## src/rtl/ifu_fetch_buf.sv

```systemverilog
// ============================================================================
//  ifu_fetch_buf : sequential instruction fetch with credit-limited response
//  FIFO and a stallable/flushable output register feeding decode.
//  Revision: 1.0
// ============================================================================
`default_nettype none

module ifu_fetch_buf #(
  parameter int              XLEN       = 32,
  parameter int              INSTR_LEN  = 32,
  parameter int              FIFO_DEPTH = 4,
  parameter logic [XLEN-1:0] RESET_PC   = 32'h0000_0000
) (
  input  logic                 clk,
  input  logic                 rst_n,
  output logic                 imem_req_valid,
  input  logic                 imem_req_ready,
  output logic [XLEN-1:0]      imem_req_addr,
  input  logic                 imem_rsp_valid,
  input  logic [INSTR_LEN-1:0] imem_rsp_data,
  input  logic                 pipe_stall,
  input  logic                 pipe_flush,
  input  logic [XLEN-1:0]      flush_pc,
  output logic [INSTR_LEN-1:0] instr,
  output logic                 instr_valid,
  output logic [XLEN-1:0]      instr_tag
);

  localparam int              AW      = $clog2(FIFO_DEPTH);
  localparam int              CW      = AW + 1;
  localparam logic [CW:0]     DEPTH_W = (CW+1)'(FIFO_DEPTH);
  localparam logic [CW-1:0]   DEPTH_C = CW'(FIFO_DEPTH);
  localparam logic [CW-1:0]   ONE     = CW'(1);
  localparam logic [AW-1:0]   PTR_ONE = AW'(1);
  localparam logic [XLEN-1:0] PC_STEP = XLEN'(4);

  logic [XLEN-1:0]      fetch_pc;
  logic [XLEN-1:0]      out_pc;
  logic [CW-1:0]        outstanding;
  logic [CW-1:0]        drop_cnt;
  logic [CW-1:0]        fifo_count;
  logic [AW-1:0]        wr_ptr;
  logic [AW-1:0]        rd_ptr;
  logic [INSTR_LEN-1:0] fifo_mem [FIFO_DEPTH];

  logic [CW:0] in_use;
  logic        req_fire;
  logic        rsp_keep;
  logic        pop;

  // Every issued request owns a FIFO slot until it is consumed, so the
  // buffer can never overflow even though responses are never back-pressured.
  assign in_use         = {1'b0, outstanding} + {1'b0, fifo_count};
  assign imem_req_valid = rst_n & ~pipe_flush & (in_use < DEPTH_W);
  assign imem_req_addr  = fetch_pc;
  assign req_fire       = imem_req_valid & imem_req_ready;
  assign rsp_keep       = imem_rsp_valid & ~pipe_flush & (drop_cnt == '0);
  assign pop            = ~pipe_flush & ~pipe_stall & (fifo_count != '0);

  always_ff @(posedge clk) begin
    if (!rst_n) begin
      fetch_pc    <= RESET_PC;
      out_pc      <= RESET_PC;
      outstanding <= '0;
      drop_cnt    <= '0;
      fifo_count  <= '0;
      wr_ptr      <= '0;
      rd_ptr      <= '0;
      instr       <= '0;
      instr_tag   <= '0;
      instr_valid <= 1'b0;
    end else begin
      if (req_fire) fetch_pc <= fetch_pc + PC_STEP;
      outstanding <= outstanding + (req_fire ? ONE : '0) - (imem_rsp_valid ? ONE : '0);

      if (pipe_flush) begin
        // Anything still in flight after this edge belongs to the old path.
        fetch_pc    <= flush_pc;
        out_pc      <= flush_pc;
        drop_cnt    <= outstanding - (imem_rsp_valid ? ONE : '0);
        fifo_count  <= '0;
        wr_ptr      <= '0;
        rd_ptr      <= '0;
        instr_valid <= 1'b0;
      end else begin
        if (imem_rsp_valid && (drop_cnt != '0)) drop_cnt <= drop_cnt - ONE;
        if (rsp_keep) wr_ptr <= wr_ptr + PTR_ONE;
        fifo_count <= fifo_count + (rsp_keep ? ONE : '0) - (pop ? ONE : '0);
        if (!pipe_stall) begin
          instr_valid <= pop;
          if (pop) begin
            instr     <= fifo_mem[rd_ptr];
            instr_tag <= out_pc;
            out_pc    <= out_pc + PC_STEP;
            rd_ptr    <= rd_ptr + PTR_ONE;
          end
        end
      end
    end
  end

  always_ff @(posedge clk) begin
    if (rsp_keep) fifo_mem[wr_ptr] <= imem_rsp_data;
  end

  always @(posedge clk) begin
    if (rst_n) begin
      assert (!(rsp_keep && (fifo_count == DEPTH_C)));
      assert (outstanding <= DEPTH_C);
      assert (drop_cnt <= DEPTH_C);
      assert (fifo_count <= DEPTH_C);
    end
  end

endmodule

`default_nettype wire

```

## config.mk

```make
export PLATFORM = sky130hd
export DESIGN_NAME = ifu_fetch_buf
export DESIGN_NICKNAME = d
export VERILOG_FILES = /design/src/rtl/ifu_fetch_buf.sv
export SDC_FILE = /design/constraint.sdc
export NUM_CORES = 1
export LEC_CHECK = 0
export BUFFER_PORTS_ARGS = -buffer_cell sky130_fd_sc_hd__buf_4
export CAP_MARGIN = 10
export CORE_MARGIN = 3
export CORE_UTILIZATION = 30
export DETAILED_ROUTE_END_ITERATION = 10
export GPL_TIMING_DRIVEN = 1
export PLACE_DENSITY = 0.51
export SYNTH_ARGS = -nofsm -noshare
export SYNTH_HDL_FRONTEND = slang
export SYNTH_SLANG_ARGS = --single-unit
```

## constraint.sdc

```tcl
create_clock -name clk -period 2.8 [get_ports clk]
set_clock_uncertainty 0.15 [all_clocks]
set_input_delay 0.7 -clock clk [delete_from_list [all_inputs] [get_ports clk]]
set_output_delay 0.7 -clock clk [all_outputs]
set_load 0.1 [all_outputs]
```

# After elaboration in Yosys (flattened, before gate mapping)
# Memories as Yosys holds them, arrays and structs flattened. A register that Yosys moved wholly into a read port is not among the register bits.
# Index checks and enable logic that the tools add are counted.
# Widths: inputs -> output; s select.
# word_totals
register_bits	110
mem_bits_rw	128
out_inout_bits	98
n_memories	1
# memory_table
memory	depth	word_bits	rd	rd_ports_with_merged_regs	write_ports	line	rtl
fifo_mem	4	32	1	1	1	44	logic [INSTR_LEN-1:0] fifo_mem [FIFO_DEPTH];
# classes
add_sub_neg	11
n_lt_le_gt_ge	1
n_eq_ne	1
mux	13
n_bitwise	10
reduce_logical	12
# ops
cell	n
$mux 32	5
$add 32x3->32 const B	2
$and 1x1->1	7
$add 3x1->3	2
$mux 1	6
$mux 3	2
$reduce_bool 2->1	3
$reduce_bool 3->1	2
$sub 3x1->3	2
$add 2x1->2 const B	2
$add 3x3->4	1
$lt 4x3->1 const B	1
$reduce_and 2->1	2
$logic_not 3->1	1
$not 1->1	3
$reduce_and 3->1	1
$sub 3x1->3 const B	1
$sub 3x3->3	1
$ne 2x1->1 const B	1
$reduce_or 2->1	1
$logic_and 1x1->1	1
$logic_not 1->1	1

# Depth between registers and ports, before layout
# Gate-level depths: netlist of the first run.
# logic_depth
depth_word	7
mapped_depth	13

# Least setup slack after synthesis of the first run
# No wires, ideal clock.
# synth_timing
kind	input port to output port
startpoint	in pipe_flush
endpoint	out imem_req_valid
arrival_time_ps	3591
t_required_ps	1950
setup_slack_ps	-1641
path_stages	5
cell_sequence	inv_1 clkbuf_1 nand2_1 clkbuf_1 nor3b_1
# synth_via
elab_chain_len	3
# synth_rtl
element	line	rtl
start, declared	22	input logic pipe_flush,
$not 1->1 (no line)	--	
$and 1x1->1 (2 in series)	54	assign imem_req_valid = rst_n & ~pipe_flush & (in_use < DEPTH_W);
end, declared	16	output logic imem_req_valid,
# Every way passes these cells.

# Final worst setup path of the first run
# layout_timing
startpoint	reg fifo_count[1]
endpoint	out imem_req_valid
# layout_via
elab_chain_len	3
# layout_rtl
element	line	rtl
start, declared	41	logic [CW-1:0] fifo_count;
start signal, assigned	88	fifo_count <= fifo_count + (rsp_keep ? ONE : '0) - (pop ? ONE : '0);
$add 3x3->4	53	assign in_use = {1'b0, outstanding} + {1'b0, fifo_count};
$lt 4x3->1	54	
$and 1x1->1	54	
# Every way passes these cells.

==> key figures, run 1 <==
Logic synthesis
  – Post-synth top area share: 0.3525
  – Main synth FF type: dfxtp_1
  – Compound-Gate Fraction of Synth Area: 0.09353
  – Mapped Area: 10900 µm²
  – Synthesized area per cell: 11.61 µm²
  – Post-synth ARST share: 0
  – Ys Warns: 0
  – Simple-gate area share of the yosys netlist: 0.1312
  – Syn_nets: 1027
  – Most common library cells after synthesis: 171 x nand2_1, 142 x dfxtp_1, 128 x edfxtp_1, 117 x a21oi_1, 38 x o21ai_0
  – Most common cell in the netlist: nand2_1
  – Seq/Total Area, Yosys: 0.6133
  – Post-synth cell types: 52
  – Top cells by area, synth: edfxtp_1 35%, dfxtp_1 26%, mux4_2 6.6%, nand2_1 5.9%, a21oi_1 5.4%
  – Largest family of logic cells by synthesized area: simple AND/OR/NAND/NOR gates
  – Yosys reg bits: 270
  – Cells after synthesis: 939
  – Number of synthesized flops with an enable pin: 128
  – Yosys top cell by area: edfxtp_1
  – Post-synthesis xor/xnor area fraction: 0.04097
  – Adder-cell share of the synthesized area: 0.02203
  – Post-synthesis mux area share: 0.07092

Global route
  – Largest net degree at the start of global routing: 69
  – Vias in the first global route: 7789
  – Initial antenna violation count: 0
  – Global-route usage over all layers: 0.1514
  – First-pass GRT wire length: 46040 µm
  – Total congestion overflow: 0

STA
  – Crit share post-route: 1.027
  – Slew @ Worst Pin: 0.7949 ns
  – Fin Setup TNS: -0.07449 ns
  – Post-layout min period: 2.874 ns
  – Fmax: 0.3479 GHz
  – Max-Slew Margin vs Limit: 0.4701
  – Fin. max-slew vios: 0
  – Hold Vio Cnt, Final: 0
  – Setup Viol. Count Final: 1
  – Setup ws final: -0.07449 ns
  – RSZ-0062 raised after global routing: true

Critical path
  – Worst r2r path cells: 13
  – FF-to-FF Start: fifo_count[1]
  – Worst Path Required: 1.95 ns
  – Reg2reg end: outstanding[2]
  – CP Class: flip-flop to output port
  – Crit. End Element: output port
  – Cell Chain, Critical Path: ha_4 -> a311oi_4 -> buf_6 -> nor3b_4 -> buf_12
  – Critical path launch point type: flip-flop
  – Slowest CP cell: dfxtp_4
  – Worst-path fanout max: 2
  – Reg-to-reg slack, setup: 0.18 ns
  – Data arrival time of the worst path: 2.02 ns
  – Max stage delay on crit path: 0.35 ns

Final layout
  – Design Area, Final: 13940 µm²
  – Nets: 1204
  – N_diodes: 0
  – Share of layout cells above drive strength 1: 0.2627
  – Layout area overhead: 27.84%
  – Non-Filler Instances: 1599
  – Fillers: 3503
  – Final Util: 0.3909

Detailed routing
  – DR WL/cell: 18.81 µm
  – DR vias/cell: 4.929
  – Final antenna-violating net count: 0
  – # DRC: 0
  – First-pass DRT Iterations: 4
  – Vias post-DR: 7881
  – Initial DRC count: 448
  – Final wirelength: 30080 µm

Min path
  – Worst hold start: imem_rsp_data[14]
  – Worst min path class: input port to flip-flop
  – WHS Endpoint: fifo_mem[3][14]
  – Hold Crit Depth: 1

Die
  – I/O Pins: 168
  – Die Y: 196.6 µm
  – Core Box Area: 35660 µm²
  – Die area: 38670 µm²
  – Initial Utilization: 0.3058
  – Core Rows: 69
  – Die width: 196.6 µm

Pwr
  – Leakage: 4.916 nW
  – Cell area power density: 678.3 nW/µm²
  – Total Power: 9.454 mW
  – Max VDD drop: 0.0004821 V

Outcome
  – Failing checks: setup timing
  – Outcome: complete, but fails checks

Clock tree
  – CTS Buffer Depth: 3
  – Worst skew pair latency: 0.55 ns
  – CTS Buf Count: 31
  – CTS Root Cell: clkbuf_16
  – CTS tree: built
  – Clock sinks: 270
  – H-tree levels: 1
  – Hold Buf Count CTS: 0
  – Clock edge transition at the registers on the reported setup and hold paths: 0.06 ns

Place
  – Gp weighted congestion: 0.7538
  – Placed inst area: 12850 µm²
  – # placed instances: 1540
  – IO Port Bufs: 167
  – Dpl hpwl: 19760 µm

Run
  – Max Cap Viol: 0
==> final cells by class <==
| cell class | instances | area [µm²] | area share |
|---|---|---|---|
| timing repair buffer | 199 | 1610 | 0.1155 |
| clock buffer | 43 | 870.8 | 0.06248 |
| inverter | 19 | 71.32 | 0.005117 |
| sequential | 270 | 6699 | 0.4806 |
| clock inverter | 12 | 156.4 | 0.01122 |
| tap | 461 | 576.8 | 0.04138 |
| multi-input combinational | 595 | 3954 | 0.2837 |
==> worst max-delay path, delay by kind of cell (launching register included) <==
kind | cells | cell delay [ns]
adder cells (fa/ha/maj) | 1 | 0.24
flip-flops | 1 | 0.35
AO/OA/AOI/OAI | 1 | 0.27
AND/OR/NAND/NOR | 1 | 0.25
buffers and inverters | 2 | 0.35
==> where the power goes <==
part           internal, mW  switching, mW  total [mW]
clock                  2.44           1.59        4.03
combinational         0.346          0.671        1.02
sequential             4.28          0.124        4.40
==> what timing repair did <==
item,CTS,global route
buffers inserted,4,0
gates resized for setup,6,2
setup endpoints to repair,1,2
hold endpoints to repair,0,0
pin swaps,1,0
==> how the worst max path moves through the flow <==
stage	slack, ns	to	startpoint	cells past startpoint
global placement	0.05	outstanding[2]	pipe_flush	12
floorplan	-0.02	imem_req_valid	pipe_flush	5
detailed placement	0.04	fifo_count[2]	pipe_flush	11
global route	-0.15	imem_req_valid	fifo_count[1]	5
finish	-0.07	imem_req_valid	fifo_count[1]	5
CTS	-0.12	imem_req_valid	fifo_count[1]	5
==> placed cells by master (no fill, tap or decap), types with 27 or more instances in the layout <==
master / Yosys / final
a21oi_1: 117 / 117
buf_4: 0 / 189
clkbuf_16: 0 / 31
dfxtp_1: 142 / 136
edfxtp_1: 128 / 128
mux4_2: 32 / 32
nand2_1: 171 / 170
nand3_1: 27 / 27
o21ai_0: 38 / 38
xor2_1: 28 / 28
==> cell families after synthesis <==
logic type	Yosys count
compound gates	185
xor+xnor	51
flops	270
mux	37
simple gates	304
buf+inv	74
fa+ha+maj	18
==> stage by stage <==
stage / worst slack (ns) / hold WS, ns
2_1_floorplan: -0.02106 / 0.2821
3_3_place_gp: 0.05038 / 0.2973
3_5_place_dp: 0.03532 / 0.2990
4_1_cts: -0.1244 / 0.1568
5_1_grt: -0.1481 / 0.1574
6_report: -0.07449 / 0.1893
==> flip-flops by register name, summed over array words and instances, names as in the netlist <==
signal / flops
wr_ptr: 2
outstanding: 3
rd_ptr: 2
out_pc: 32
fifo_count: 3
instr_valid: 1
fifo_mem: 128
instr_tag: 32
instr: 32
imem_req_addr: 32
drop_cnt: 3
==> layer usage <==
layer  global-route usage  vias to the layer above  part of all wire
met3              0.03248                       46             0.064
li1                     -                     3756                 -
met5                    0                        -                 0
met4              0.03326                        0             0.021
met2               0.2538                      213              0.47
met1               0.2034                     3866              0.44
Note: power is estimated with default switching activity, not from simulation.
==> run 2, diff against run 1 <==
--- a/config.mk
+++ b/config.mk
@@ -10,7 +10,7 @@
 export CORE_MARGIN = 3
 export CORE_UTILIZATION = 30
 export DETAILED_ROUTE_END_ITERATION = 10
-export GPL_TIMING_DRIVEN = 1
+export GPL_TIMING_DRIVEN = 0
 export PLACE_DENSITY = 0.51
 export SYNTH_ARGS = -nofsm -noshare
 export SYNTH_HDL_FRONTEND = slang
==> run 2 against run 1 <==
Compared with the run above: the run now ends clean; utilization up 0.54 points; cell area grew 1.4%; non-clock buffer count up 41; largest cell class unchanged; critical endpoint unchanged; global-route usage increased by 1.0 points; power grew 0.51%; flip-flop and latch count is the same; first-iteration DRC count grew 8.9%; critical path depth is 1 lower.
==> key figures, run 2 (synthesis gave the netlist of run 1 again) <==
Detailed routing
  – Final antenna-violating net count: 0 (unchanged)
  – Vias post-DR: 7954 (+0.93%)
  – First-pass DRT Iterations: 5 (+1)
  – # DRC: 0 (unchanged)
  – DR vias/cell: 4.847 (-1.7%)
  – DR WL/cell: 19.50 µm (+3.7%)
  – Final wirelength: 32000 µm (+6.4%)
  – Initial DRC count: 488 (+8.9%)

Clock tree
  – CTS Buf Count: 30 (-3.2%)
  – Hold Buf Count CTS: 0 (unchanged)
  – CTS Root Cell: clkbuf_16
  – CTS tree: built
  – Clock sinks: 270 (unchanged)
  – H-tree levels: 1 (unchanged)
  – CTS Buffer Depth: 3 (unchanged)
  – Worst skew pair latency: 0.56 ns (about the same)
  – Clock edge transition at the registers on the reported setup and hold paths: 0.06 ns (about the same)

Final layout
  – Final Util: 0.3963 (+0.005404)
  – Most frequent cells in the layout: 180 x buf_4, 169 x nand2_1, 135 x dfxtp_1
  – Nets: 1244 (+3.3%)
  – Reg with most FFs: fifo_mem
  – Layout area overhead: 29.61%
  – N_diodes: 0 (unchanged)
  – Max reg flops: 128 (unchanged)
  – Share of layout cells above drive strength 1: 0.2763 (+0.01353)
  – Fillers: 3466 (-1.1%)
  – Commonest non-fill, non-tap cell in the layout: buf_4

Critical path
  – Worst-path fanout max: 3 (+1)
  – CP Class: flip-flop to output port
  – Worst Path Required: 1.95 ns (about the same)
  – FF-to-FF Start: fifo_count[1]
  – Worst r2r path cells: 11 (-2)
  – Reg-to-reg slack, setup: 0.05 ns (-0.13 ns)
  – Reg2reg end: imem_req_addr[23]
  – Data arrival time of the worst path: 1.91 ns (-0.11 ns)
  – Crit. End Element: output port
  – Critical path launch point type: flip-flop

Min path
  – Worst hold start: imem_rsp_data[18]
  – WHS Endpoint: fifo_mem[1][18]
  – Hold Crit Depth: 1 (unchanged)
  – Worst min path class: input port to flip-flop

STA
  – Slew @ Worst Pin: 0.8564 ns (+0.06153 ns)
  – Fin. max-slew vios: 0 (unchanged)
  – Max-Slew Margin vs Limit: 0.4238 (-0.04628)
  – Hold Vio Cnt, Final: 0 (unchanged)
  – Setup Viol. Count Final: 0 (-1)
  – Fmax: 0.3629 GHz (+4.3%)
  – Post-layout min period: 2.756 ns (-0.1187 ns)
  – Crit share post-route: 0.9842 (-0.04239)
  – Hold Slack: 0.1826 ns (-0.006675 ns)
  – RSZ-0062 raised after global routing: true

Place
  – Gp weighted congestion: 0.8120 (+7.7%)
  – Dpl hpwl: 22610 µm (+14%)
  – IO Port Bufs: 167 (unchanged)

Global route
  – Met1 usage: 0.2141 (+0.01067)
  – Grt met2 use: 0.2693 (+0.01549)
  – Gr busiest metal: met2
  – Global-route usage over all layers: 0.1618 (+0.01033)
  – First-pass GRT wire length: 48390 µm (+5.1%)
  – Vias in the first global route: 8207 (+5.4%)
  – Initial antenna violation count: 1 (+1)
  – Total congestion overflow: 0 (unchanged)
  – Largest net degree at the start of global routing: 32 (-54%)
  – Met3 usage: 0.04342 (+0.01094)

Die
  – I/O Pins: 168 (unchanged)
  – Initial Utilization: 0.3058 (unchanged)
  – Die area: 38670 µm² (unchanged)
  – Core Rows: 69 (unchanged)
  – Core Box Area: 35660 µm² (unchanged)
  – Die Y: 196.6 µm (unchanged)
  – Die width: 196.6 µm (unchanged)

Pwr
  – Max VDD drop: 0.0005664 V (+17%)
  – Leakage: 5.005 nW (+1.8%)
  – Total Power: 9.502 mW (+0.51%)
  – Cell area power density: 672.4 nW/µm² (-0.86%)

Outcome
  – Outcome: complete, no violations

Run
  – Max Cap Viol: 0 (unchanged)
==> run 2: changes by cell type in the layout (fill, tap and decap cells not counted), sizes merged <==
cell | previous run | this run
clkbuf | 43 | 80
buf | 199 | 206
clkinv | 6 | 9
inv | 21 | 18
bufinv | 3 | 2
clkinvlp | 1 | 0
==> run 2: critical path: stages (launching register included) <==
cell and delay [ns]:
dfxtp_4 0.36, ha_4 0.24, a311oi_4 0.24, nor3b_4 0.28
buf_12 0.20
==> run 2: where the power goes <==
group	internal (mW)	switching (mW)
Sequential	4.28	0.128
Clock	2.43	1.61
Combinational	0.358	0.699
Total	7.06	2.44
==> run 2: through the flow <==
stage	cell area, µm²	setup WS, ns	std cells	setup TNS (ns)
2_1_floorplan	10960	-0.02106	939	-0.02106
5_1_grt	14130	-0.03704	1641	-0.07775
6_report	14130	0.04419	1641	0
4_1_cts	14010	-0.04376	1634	-0.04376
3_3_place_gp	12790	-0.7545	1567	-90.28
3_5_place_dp	12880	-0.8161	1571	-2.255
==> run 2: worst max path at each step <==
stage                        start  depth (start not counted)              to  slack [ns]
floorplan               pipe_flush                          5  imem_req_valid       -0.02
global placement     fifo_count[0]                         13   fifo_count[2]       -0.75
detailed placement   fifo_count[0]                         13   fifo_count[2]       -0.82
CTS                 outstanding[1]                          4  imem_req_valid       -0.04
global route         fifo_count[1]                         13  outstanding[2]       -0.04
finish               fifo_count[1]                          4  imem_req_valid        0.04
==> run 2: per-layer routing <==
| metal | part of all wire | vias up |
|---|---|---|
| met5 | 0.00041 | - |
| met1 | 0.44 | 3889 |
| li1 | - | 3835 |
| met2 | 0.47 | 187 |
| met4 | 0.017 | 2 |
| met3 | 0.068 | 41 |
==> run 2: timing repair <==
item,4_1_cts,5_1_grt
buffers inserted,8,7
cloned,0,0
pin swaps,6,11
endpoints found under the setup margin,6,3
gates resized for setup,19,16
==> run 2: layout make-up <==
type,instances,area [µm²],area share
buffer,54,265.3,0.01877
clock buffer,46,913.4,0.06464
clock inverter,10,111.4,0.007880
inverter,19,83.83,0.005932
multi-input combinational,595,4019,0.2844
sequential,270,6705,0.4745
tap,461,576.8,0.04082
timing repair buffer,186,1456,0.1031
